`src/rtl/bti_pkg.sv`:
```
// Shared BTI bus definitions: tid width, request/response packets, word size.
// BTI_TIDW may be overridden with a define before this file is read.
`ifndef BTI_TIDW
`define BTI_TIDW 4
`endif

package bti_pkg;

    localparam int unsigned BTI_TIDW       = `BTI_TIDW;
    localparam int unsigned BTI_WORD_BYTES = 4;
    localparam int unsigned BTI_PKT_AW     = 32;
    localparam int unsigned BTI_PKT_DW     = 32;

    typedef struct packed {
        logic [BTI_PKT_AW-1:0]     addr;
        logic [BTI_TIDW-1:0]       tid;
        logic                      we;
        logic [BTI_WORD_BYTES-1:0] be;
        logic [BTI_PKT_DW-1:0]     wdata;
    } bti_req_pkt_t;

    typedef struct packed {
        logic [BTI_TIDW-1:0]   tid;
        logic [BTI_PKT_DW-1:0] data;
        logic                  ok;
    } bti_rsp_pkt_t;

endpackage

```
`src/rtl/bti_if.sv`:
```
// BTI request and response channel interfaces (valid/ready plus packet).
interface bti_req_if_t;
    import bti_pkg::*;
    logic         vld;
    logic         rdy;
    bti_req_pkt_t pkt;
    modport mst (output vld, output pkt, input rdy);
    modport slv (input vld, input pkt, output rdy);
endinterface

interface bti_rsp_if_t;
    import bti_pkg::*;
    logic         vld;
    logic         rdy;
    bti_rsp_pkt_t pkt;
    modport mst (output vld, output pkt, input rdy);
    modport slv (input vld, input pkt, output rdy);
endinterface

```
`src/rtl/bti_rsp_fifo.sv`:
```
// Synchronous response FIFO with registered storage and occupancy count.
module bti_rsp_fifo #(
    parameter int unsigned DEPTH = 4,
    parameter int unsigned DW    = 32
) (
    input  logic                       clk,
    input  logic                       rst_n,
    input  logic                       push,
    input  logic [DW-1:0]              push_data,
    input  logic                       pop,
    output logic [DW-1:0]              pop_data,
    output logic                       full,
    output logic                       empty,
    output logic [$clog2(DEPTH):0]     count
);

    localparam int unsigned PW = $clog2(DEPTH);

    logic [DW-1:0] mem [DEPTH];
    logic [PW-1:0] wr_ptr;
    logic [PW-1:0] rd_ptr;

    assign full     = (count == (PW+1)'(DEPTH));
    assign empty    = (count == '0);
    assign pop_data = mem[rd_ptr];

    always_ff @(posedge clk) begin
        if (push) begin
            mem[wr_ptr] <= push_data;
        end
    end

    always_ff @(posedge clk or negedge rst_n) begin
        if (!rst_n) begin
            wr_ptr <= '0;
            rd_ptr <= '0;
            count  <= '0;
        end else begin
            if (push) begin
                wr_ptr <= wr_ptr + PW'(1);
            end
            if (pop) begin
                rd_ptr <= rd_ptr + PW'(1);
            end
            case ({push, pop})
                2'b10:   count <= count + (PW+1)'(1);
                2'b01:   count <= count - (PW+1)'(1);
                default: count <= count;
            endcase
        end
    end

endmodule

```
`src/rtl/bti_burst_rd.sv`:
```
// BTI burst read initiator: one command becomes a credit-limited stream of
// single-word reads. Define BTI_BURST_RD_TID_CHK_EN to flag response tid mismatches.
module bti_burst_rd
    import bti_pkg::*;
#(
    parameter int unsigned BTI_AW     = BTI_PKT_AW,
    parameter int unsigned BTI_DW     = BTI_PKT_DW,
    parameter int unsigned LEN_W      = 16,
    parameter int unsigned FIFO_DEPTH = 4
) (
    input  logic              clk,
    input  logic              rst_n,
    input  logic              cmd_vld,
    output logic              cmd_rdy,
    input  logic [BTI_AW-1:0] cmd_addr,
    input  logic [LEN_W-1:0]  cmd_len,
    bti_req_if_t.mst          bti_req_mst,
    bti_rsp_if_t.slv          bti_rsp_slv,
    output logic              out_vld,
    input  logic              out_rdy,
    output logic [BTI_DW-1:0] out_data,
    output logic              done,
    output logic              err
);

    localparam int unsigned CNT_W = $clog2(FIFO_DEPTH) + 1;

    typedef enum logic [1:0] {
        ST_IDLE,
        ST_RUN,
        ST_WAIT,
        ST_DONE
    } state_t;

    state_t              state;
    state_t              state_nxt;
    logic [BTI_AW-1:0]   addr_q;
    logic [BTI_TIDW-1:0] tid_q;
    logic [LEN_W-1:0]    issue_cnt;
    logic [LEN_W-1:0]    rsp_cnt;
    logic [CNT_W-1:0]    outstanding;
    logic [CNT_W-1:0]    fifo_count;
    logic [CNT_W:0]      inflight;
    logic                fifo_empty;
    logic                fifo_full_unused;
    logic                credit_ok;
    logic                req_vld;
    logic                req_fire;
    logic                rsp_fire;
    logic                cmd_fire;
    logic                rsp_bad;
    logic                done_q;
    logic                err_q;

    // Outstanding requests plus buffered words never exceed the FIFO depth,
    // so every response has a slot and the response channel can stay ready.
    assign inflight  = {1'b0, outstanding} + {1'b0, fifo_count};
    assign credit_ok = (inflight < (CNT_W+1)'(FIFO_DEPTH));

    assign req_fire = req_vld & bti_req_mst.rdy;
    assign rsp_fire = bti_rsp_slv.vld & bti_rsp_slv.rdy;
    assign cmd_fire = cmd_vld & cmd_rdy;

    assign bti_req_mst.vld = req_vld;
    assign bti_rsp_slv.rdy = 1'b1;
    assign out_vld         = ~fifo_empty;
    assign done            = done_q;
    assign err             = err_q;

    always_comb begin
        bti_req_mst.pkt      = '0;
        bti_req_mst.pkt.addr = BTI_PKT_AW'(addr_q);
        bti_req_mst.pkt.tid  = tid_q;
    end

`ifdef BTI_BURST_RD_TID_CHK_EN
    logic [BTI_TIDW-1:0] exp_tid;

    always_ff @(posedge clk or negedge rst_n) begin
        if (!rst_n) begin
            exp_tid <= '0;
        end else if (rsp_fire) begin
            exp_tid <= exp_tid + BTI_TIDW'(1);
        end
    end

    assign rsp_bad = ~bti_rsp_slv.pkt.ok | (bti_rsp_slv.pkt.tid != exp_tid);
`else
    logic unused_rsp_tid;
    assign unused_rsp_tid = ^bti_rsp_slv.pkt.tid;
    assign rsp_bad        = ~bti_rsp_slv.pkt.ok;
`endif

    always_comb begin
        state_nxt = state;
        cmd_rdy   = 1'b0;
        req_vld   = 1'b0;
        case (state)
            ST_IDLE: begin
                cmd_rdy = 1'b1;
                if (cmd_vld) begin
                    state_nxt = (cmd_len == '0) ? ST_DONE : ST_RUN;
                end
            end
            ST_RUN: begin
                req_vld = (issue_cnt != '0) && credit_ok;
                if (req_vld && bti_req_mst.rdy && issue_cnt == LEN_W'(1)) begin
                    state_nxt = ST_WAIT;
                end
            end
            ST_WAIT: begin
                if (rsp_cnt == '0 && fifo_empty) begin
                    state_nxt = ST_DONE;
                end
            end
            ST_DONE: begin
                state_nxt = ST_IDLE;
            end
            default: state_nxt = ST_IDLE;
        endcase
    end

    always_ff @(posedge clk or negedge rst_n) begin
        if (!rst_n) begin
            state <= ST_IDLE;
        end else begin
            state <= state_nxt;
        end
    end

    always_ff @(posedge clk or negedge rst_n) begin
        if (!rst_n) begin
            addr_q      <= '0;
            tid_q       <= '0;
            issue_cnt   <= '0;
            rsp_cnt     <= '0;
            outstanding <= '0;
            done_q      <= 1'b0;
            err_q       <= 1'b0;
        end else begin
            done_q <= (state == ST_DONE);

            if (cmd_fire) begin
                addr_q    <= cmd_addr & ~BTI_AW'(BTI_WORD_BYTES - 1);
                issue_cnt <= cmd_len;
                rsp_cnt   <= cmd_len;
            end else begin
                if (req_fire) begin
                    addr_q    <= addr_q + BTI_AW'(BTI_WORD_BYTES);
                    issue_cnt <= issue_cnt - LEN_W'(1);
                end
                if (rsp_fire) begin
                    rsp_cnt <= rsp_cnt - LEN_W'(1);
                end
            end

            if (req_fire) begin
                tid_q <= tid_q + BTI_TIDW'(1);
            end

            case ({req_fire, rsp_fire})
                2'b10:   outstanding <= outstanding + CNT_W'(1);
                2'b01:   outstanding <= outstanding - CNT_W'(1);
                default: outstanding <= outstanding;
            endcase

            if (cmd_fire) begin
                err_q <= 1'b0;
            end else if (rsp_fire && rsp_bad) begin
                err_q <= 1'b1;
            end
        end
    end

    bti_rsp_fifo #(
        .DEPTH (FIFO_DEPTH),
        .DW    (BTI_DW)
    ) u_rsp_fifo (
        .clk       (clk),
        .rst_n     (rst_n),
        .push      (rsp_fire),
        .push_data (BTI_DW'(bti_rsp_slv.pkt.data)),
        .pop       (out_vld & out_rdy),
        .pop_data  (out_data),
        .full      (fifo_full_unused),
        .empty     (fifo_empty),
        .count     (fifo_count)
    );

endmodule

```
`src/flat_wrapper.sv`:
```
// flat-port wrapper written by rule: the top's interface ports become plain ports
module bti_burst_rd_flat import bti_pkg::*;
#(
    parameter int unsigned BTI_AW     = BTI_PKT_AW,
    parameter int unsigned BTI_DW     = BTI_PKT_DW,
    parameter int unsigned LEN_W      = 16,
    parameter int unsigned FIFO_DEPTH = 4
)
  (clk, rst_n, cmd_vld, cmd_rdy, cmd_addr, cmd_len, out_vld, out_rdy, out_data, done, err, bti_req_mst_vld, bti_req_mst_pkt, bti_req_mst_rdy, bti_rsp_slv_vld, bti_rsp_slv_pkt, bti_rsp_slv_rdy);
  bti_req_if_t bti_req_mst_i ();
  bti_rsp_if_t bti_rsp_slv_i ();
  input  logic clk;
  input  logic rst_n;
  input  logic cmd_vld;
  output logic cmd_rdy;
  input  logic [BTI_AW-1:0] cmd_addr;
  input  logic [LEN_W-1:0] cmd_len;
  output logic out_vld;
  input  logic out_rdy;
  output logic [BTI_DW-1:0] out_data;
  output logic done;
  output logic err;
  output wire logic [$bits(bti_req_mst_i.vld)-1:0] bti_req_mst_vld;
  output wire logic [$bits(bti_req_mst_i.pkt)-1:0] bti_req_mst_pkt;
  input wire logic [$bits(bti_req_mst_i.rdy)-1:0] bti_req_mst_rdy;
  input wire logic [$bits(bti_rsp_slv_i.vld)-1:0] bti_rsp_slv_vld;
  input wire logic [$bits(bti_rsp_slv_i.pkt)-1:0] bti_rsp_slv_pkt;
  output wire logic [$bits(bti_rsp_slv_i.rdy)-1:0] bti_rsp_slv_rdy;
  assign bti_req_mst_vld = bti_req_mst_i.vld;
  assign bti_req_mst_pkt = bti_req_mst_i.pkt;
  assign bti_req_mst_i.rdy = bti_req_mst_rdy;
  assign bti_rsp_slv_i.vld = bti_rsp_slv_vld;
  assign bti_rsp_slv_i.pkt = bti_rsp_slv_pkt;
  assign bti_rsp_slv_rdy = bti_rsp_slv_i.rdy;
  bti_burst_rd #(.BTI_AW(BTI_AW), .BTI_DW(BTI_DW), .LEN_W(LEN_W), .FIFO_DEPTH(FIFO_DEPTH)) u_core (.clk(clk), .rst_n(rst_n), .cmd_vld(cmd_vld), .cmd_rdy(cmd_rdy), .cmd_addr(cmd_addr), .cmd_len(cmd_len), .bti_req_mst(bti_req_mst_i), .bti_rsp_slv(bti_rsp_slv_i), .out_vld(out_vld), .out_rdy(out_rdy), .out_data(out_data), .done(done), .err(err));
endmodule
```
`config.mk`:
```
export PLATFORM = sky130hd
export DESIGN_NAME = bti_burst_rd_flat
export DESIGN_NICKNAME = d
export VERILOG_FILES = /design/src/rtl/bti_pkg.sv /design/src/rtl/bti_if.sv /design/src/rtl/bti_rsp_fifo.sv /design/src/rtl/bti_burst_rd.sv /design/src/flat_wrapper.sv
export SDC_FILE = /design/constraint.sdc
export NUM_CORES = 1
export LEC_CHECK = 0
export ABC_CLOCK_PERIOD_IN_PS = 6100
export CAP_MARGIN = 15
export CORE_ASPECT_RATIO = 1.4
export CORE_UTILIZATION = 55
export CTS_CLUSTER_DIAMETER = 120
export DETAILED_ROUTE_END_ITERATION = 7
export PLACE_DENSITY = 0.9
export SYNTH_ARGS = -nofsm -noshare
export SYNTH_HDL_FRONTEND = slang
export SYNTH_SLANG_ARGS = --single-unit
```
`constraint.sdc`:
```
create_clock -name clk -period 6.1 [get_ports clk]
set_input_delay 1.22 -clock clk [delete_from_list [all_inputs] [get_ports clk]]
set_output_delay 1.22 -clock clk [all_outputs]
set_load 0.05 [all_outputs]
```
Word-level counts from Yosys, hierarchy flattened
Memory sizes are Yosys's and may differ from the RTL's.
Cells that the tools add are included.
{"block": "totals", "ff_bits": 82, "ram_bits": 128, "in_bits": 91, "out_inout_bits": 111, "word_cells": 75, "mem_count": 1}
{"block": "classes", "add_sub_neg": 11, "magnitude_cmp": 1, "n_eq_ne": 11, "mux": 19, "n_bitwise": 5, "n_reduce_logical": 16}
{"name": "u_core.u_rsp_fifo.mem", "depth": 4, "width": 32, "rd": 1, "rd_clocked_by_memory_dff": 0, "write_ports": 1, "line_no": "bti_rsp_fifo.sv:19", "source": "logic [DW-1:0] mem [DEPTH];"}
{"op": "$mux W16", "count": 4}
{"op": "$mux W32", "count": 2}
{"op": "$add A32 B3 Y32 const B", "count": 1}
{"op": "$logic_not A16 Y1", "count": 2}
{"op": "$sub A16 B1 Y16 const B", "count": 2}
{"op": "$eq A16 B1 Y1 const B", "count": 1}
{"op": "$reduce_bool A16 Y1", "count": 1}
{"op": "$pmux W3 S2", "count": 2}
{"op": "$reduce_bool A2 Y1", "count": 5}
{"op": "$eq A2 B2 Y1 const B", "count": 4}
{"op": "$mux W2", "count": 4}
{"op": "$pmux W2 S4", "count": 1}
{"op": "$add A3 B1 Y3 const B", "count": 2}
{"op": "$eq A2 B1 Y1 const B", "count": 3}
{"op": "$mux W1", "count": 6}
{"op": "$sub A3 B1 Y3 const B", "count": 2}
{"op": "$logic_and A1 B1 Y1", "count": 5}
{"op": "$add A2 B1 Y2 const B", "count": 2}
{"op": "$add A3 B3 Y4", "count": 1}
{"op": "$add A4 B1 Y4 const B", "count": 1}
{"op": "$lt A4 B3 Y1 const B", "count": 1}
{"op": "$ne A2 B1 Y1 const B", "count": 2}
{"op": "$and A1 B1 Y1", "count": 3}
{"op": "$logic_not A3 Y1", "count": 1}
{"op": "4 further kinds", "count": 5}

Longest topological paths before layout
{"block": "logic_depth", "ltp_word": 7, "ltp_mapped": 12, "mapped_depth_nobuf": 12}

Cells and area by module
Synthesis repeated with hierarchy kept, for this count alone.
{"block": "unflattened", "cells_unflattened": 693, "area_unflattened_um2": 9594.2}
{"mod": "bti_rsp_fifo", "instances": 1, "cells_per_inst": 204, "area_per_inst_um2": 5064.9, "seq_area_each_um2": 4018.9}
{"mod": "bti_burst_rd", "instances": 1, "cells_per_inst": 489, "area_per_inst_um2": 4529.3, "seq_area_each_um2": 1826.8}

Worst setup path before layout
OpenSTA, ideal clock, no wires.
{"block": "synth_path", "kind": "input -> register", "startpoint": "input port bti_req_mst_rdy", "endpoint": "register u_core.outstanding[1]", "setup_ns": 0.083, "arrival_ns": 3.257, "t_required_ns": 6.017, "setup_slack_ns": 2.760, "path_stages": 8, "path_buffers": 0, "path_cell_list": "nor4b_1 nand2_1 nor2_1 inv_1 ha_1 inv_1 fa_1 o21ai_0"}
{"block": "synth_via", "elab_chain_len": 3, "word_cells_on_any_way": 5, "cone_classes": "eq/ne: 2; mux: 1; bitwise: 1; reduce/logical: 1"}
{"item": "start, declared", "line_no": "flat_wrapper.sv:25", "source": "input wire logic [$bits(bti_req_mst_i.rdy)-1:0] bti_req_mst_rdy;"}
{"item": "$and A1 B1 Y1 (*)", "line_no": "bti_burst_rd.sv:60", "source": "assign req_fire = req_vld & bti_req_mst.rdy;"}
{"item": "$eq A2 B1 Y1 or $eq A2 B2 Y1 (tied branches)", "line_no": "bti_burst_rd.sv:161", "source": "case ({req_fire, rsp_fire})"}
{"item": "$pmux W3 S2 or $reduce_bool A2 Y1 (tied branches)"}
{"item": "end signal, assigned", "line_no": "bti_burst_rd.sv:162", "source": "2'b10: outstanding <= outstanding + CNT_W'(1);"}
{"item": "end signal, assigned", "line_no": "bti_burst_rd.sv:163", "source": "2'b01: outstanding <= outstanding - CNT_W'(1);"}
{"item": "end signal, assigned", "line_no": "bti_burst_rd.sv:164", "source": "default: outstanding <= outstanding;"}
{"item": "end, declared", "line_no": "bti_burst_rd.sv:41", "source": "logic [CNT_W-1:0] outstanding;"}
Every way passes the cells marked *; elsewhere a longest branch is shown, timed or not.
A chain may end at the register's enable or synchronous reset.

Worst setup path after layout
{"block": "layout_path", "startpoint": "register u_core.issue_cnt[0]", "endpoint": "output port bti_req_mst_vld"}
{"block": "layout_via", "elab_chain_len": 3}
{"item": "start, declared", "line_no": "bti_burst_rd.sv:39", "source": "logic [LEN_W-1:0] issue_cnt;"}
{"item": "start signal, assigned", "line_no": "bti_burst_rd.sv:145", "source": "issue_cnt <= cmd_len;"}
{"item": "start signal, assigned", "line_no": "bti_burst_rd.sv:150", "source": "issue_cnt <= issue_cnt - LEN_W'(1);"}
{"item": "$reduce_bool A16 Y1", "line_no": "bti_burst_rd.sv:106", "source": "req_vld = (issue_cnt != '0) && credit_ok;"}
{"item": "$logic_and A1 B1 Y1", "line_no": "bti_burst_rd.sv:106"}
{"item": "$mux W1", "line_no": "bti_burst_rd.sv:98", "source": "case (state)"}
{"item": "end, declared", "line_no": "flat_wrapper.sv:23", "source": "output wire logic [$bits(bti_req_mst_i.vld)-1:0] bti_req_mst_vld;"}
No other way between the ends.

==> impl_metrics.yaml <==
timing:
  setup_viol: 0
  timing.fmax_mhz: 231.0
  slew_viol_final: 0
  hold_violations: 0
  post-route-period-util_pct: 70.98
  skew_ps: 22.67
  finalHoldWorstSlack_ps: 465.8
  final.setup.tns_ps: 0
  grt_setup_unrepaired: "no"
  final.min_clock_period_ps: 4330
  slew_headroom_pct: 32.77
  worstMarginPinSlew_ps: 1008
die:
  num_rows: 56
  die_w_um: 113.2
  io_pins: 202
  die_h_um: 157.7
  dieArea_um2: 17860
  core_um2: 16820
  initial_core_util_pct: 56.65
synthesis:
  yosysWarnings: 0
  synthFlopType: "edfxtp_1"
  synth_top_area_cell: "edfxtp_1"
  synth_seq_cells: 208
  synth_common_cells: "edfxtp_1, dfrtp_1, nor2_1, buf_4, nand2_1"
  synthArstFlopShare_pct: 38.46
  netlist.area_leader.share_pct: 40.35
  syn_avg_cell_area_um2: 13.44
  synth-edff-count: 128
  synth_seq_area_share_pct: 61.36
  synth.most_common_cell: "edfxtp_1"
  yosys-top-cells-area: "edfxtp_1, dfrtp_1, mux4_2, xnor2_1, buf_4"
  syn_area_um2: 9527
  syn_inst: 709
  synthDistinctLibCells: 48
global_routing:
  grt_pass1_vias: 6259
  grt_pass1_wl_mm: 32.89
  grt_max_degree: 81
  grt-ovfl-total: 0
  antenna_found_initial: 0
  grtUsageTotal_pct: 23.86
route:
  via_per_inst: 5.856
  dr.pass1.iters: 5
  drtIter0Drc: 448
  route.detailed.drc: 0
  wl_mm: 21.15
  vias: 6325
  wl_per_cell_um: 19.58
  ant_nets: 0
clock_network:
  postCtsHoldBufs: 0
  tritoncts: "done"
  cts.sinks: 208
  cts_root_buffer: "clkbuf_16"
  post_cts_buffers: 0
  h-tree-depth: 1
  cts.path.max_buffers: 3
  clock_latency_ps: 490
  clkSlewWorstSetupHoldPaths_ps: 60
  cts_buffers: 20
  cts_resized: 0
power:
  p_leak_nw: 4.247
  vdd_drop_max_mv: 0.4174
  p_total_mw: 6.559
  powerDensity_nw_per_um2: 552.7
final_layout:
  diodes: 0
  finalNonFillerCells: 1080
  utilization_pct: 70.57
  fillers: 1129
  drive_above_1_share_pct: 10.03
  area_delta_synth_final_pct: 24.57
  num-nets-final: 973
setup_path:
  required_ps: 4880
  start_kind: "register"
  crit_arrival_ps: 3110
  crit_path_max_fanout: 8
  endpoint_kind: "primary output"
  path_class: "register to primary output"
placed_design:
  io_buffers: 155
  place_inst: 1044
  routabilityCongestion: 0.8730
  place_hpwl_mm: 13.68
min_path:
  hp-class: "register to register"
job:
  max-cap-violations: 0
run_status:
  status: "finished clean"
==> per-stage QoR <==
step | area [µm²] | setup WS [ps]
2_1_floorplan | 9669 | 2760
3_3_place_gp | 11140 | 2168
3_5_place_dp | 11140 | 2068
4_1_cts | 11870 | 1708
5_1_grt | 11870 | 1605
6_report | 11870 | 1770
==> worst max-delay path, cell delays in order (launching register included) <==
cell,delay (ps)
dfrtp_1,430
inv_1,80
ha_1,230
or3b_2,530
o41ai_4,500
nor2_1,110
clkdlybuf4s50_1,750
==> cell usage in the layout (no fill, tap or decap), types with 9 or more instances in the layout <==
cell	n
or4_1	11
nor3_1	18
or3_1	17
edfxtp_1	128
ha_1	17
nand4_1	13
mux4_2	32
buf_4	10
xnor2_1	35
o21ai_0	27
inv_1	19
a31oi_1	9
clkbuf_16	21
nand2_1	38
dfrtp_1	78
xor2_1	25
a21oi_1	33
clkdlybuf4s50_1	154
conb_1	40
nor2_1	46
nor4_1	14
nand3_1	17
==> cells by family (layout without fill, tap and decap cells) <==
kind of cell,Yosys count,in the layout,share of synthesized area (%)
AOI/OAI and AO/OA,82,82,5.345
xor gates and xnor gates,60,60,5.516
adders and majority gates,19,19,2.653
buffers and inverters,89,219,5.109
DFF,208,208,61.36
muxes,37,37,8.117
other,2,40,0.07883
and+or+nand+nor,212,212,11.82
==> sequential cells by signal, indices dropped and copies added, names as in the netlist <==
register	count
u_core.addr_q	30
u_core.done	1
u_core.err	1
u_core.issue_cnt	16
u_core.outstanding	3
u_core.rsp_cnt	16
u_core.state	2
u_core.tid_q	4
u_core.u_rsp_fifo.count	3
u_core.u_rsp_fifo.mem	128
u_core.u_rsp_fifo.rd_ptr	2
u_core.u_rsp_fifo.wr_ptr	2
==> final cells by class <==
class / instances / area (µm²) / area share, %
sequential: 208 / 5848 / 49.28
multi-input combinational: 450 / 3346 / 28.19
inverter: 19 / 71.32 / 0.6010
timing repair buffer: 164 / 1617 / 13.62
clock buffer: 23 / 533.0 / 4.491
tap: 203 / 254.0 / 2.140
clock inverter: 13 / 198.9 / 1.676
==> final timing paths <==
kind	cells after the start	end	start	slack [ps]
max	6	bti_req_mst_vld	u_core.issue_cnt[0]$_DFFE_PN0P_	1770
min	1	u_core.tid_q[3]$_DFFE_PN0P_	u_core.tid_q[3]$_DFFE_PN0P_	470
max reg2reg	13	u_core.outstanding[2]$_DFFE_PN0P_	u_core.issue_cnt[0]$_DFFE_PN0P_	2780
min reg2reg	1	u_core.tid_q[3]$_DFFE_PN0P_	u_core.tid_q[3]$_DFFE_PN0P_	470
max in group asynchronous	1	u_core.u_rsp_fifo.rd_ptr[1]$_DFFE_PN0P_	rst_n	4480
min in group asynchronous	1	u_core.addr_q[6]$_DFFE_PN0P_	rst_n	910
==> metal layers <==
| metal | part of all wire [%] | global-route usage, % | routed length [µm] | vias to the layer above |
|---|---|---|---|---|
| li1 | - | - | - | 2867 |
| met1 | 37 | 28.00 | 7782 | 3144 |
| met2 | 54 | 44.43 | 11460 | 271 |
| met3 | 6.2 | 3.599 | 1302 | 43 |
| met4 | 2.8 | 8.208 | 602 | 0 |
| met5 | 0 | 0 | 0 | - |
==> where the power goes <==
group	internal, mW	switching, mW
clock	0.843	0.520
combinational	1.07	1.76
sequential	1.94	0.424
Power figures use the tool's default switching activity.
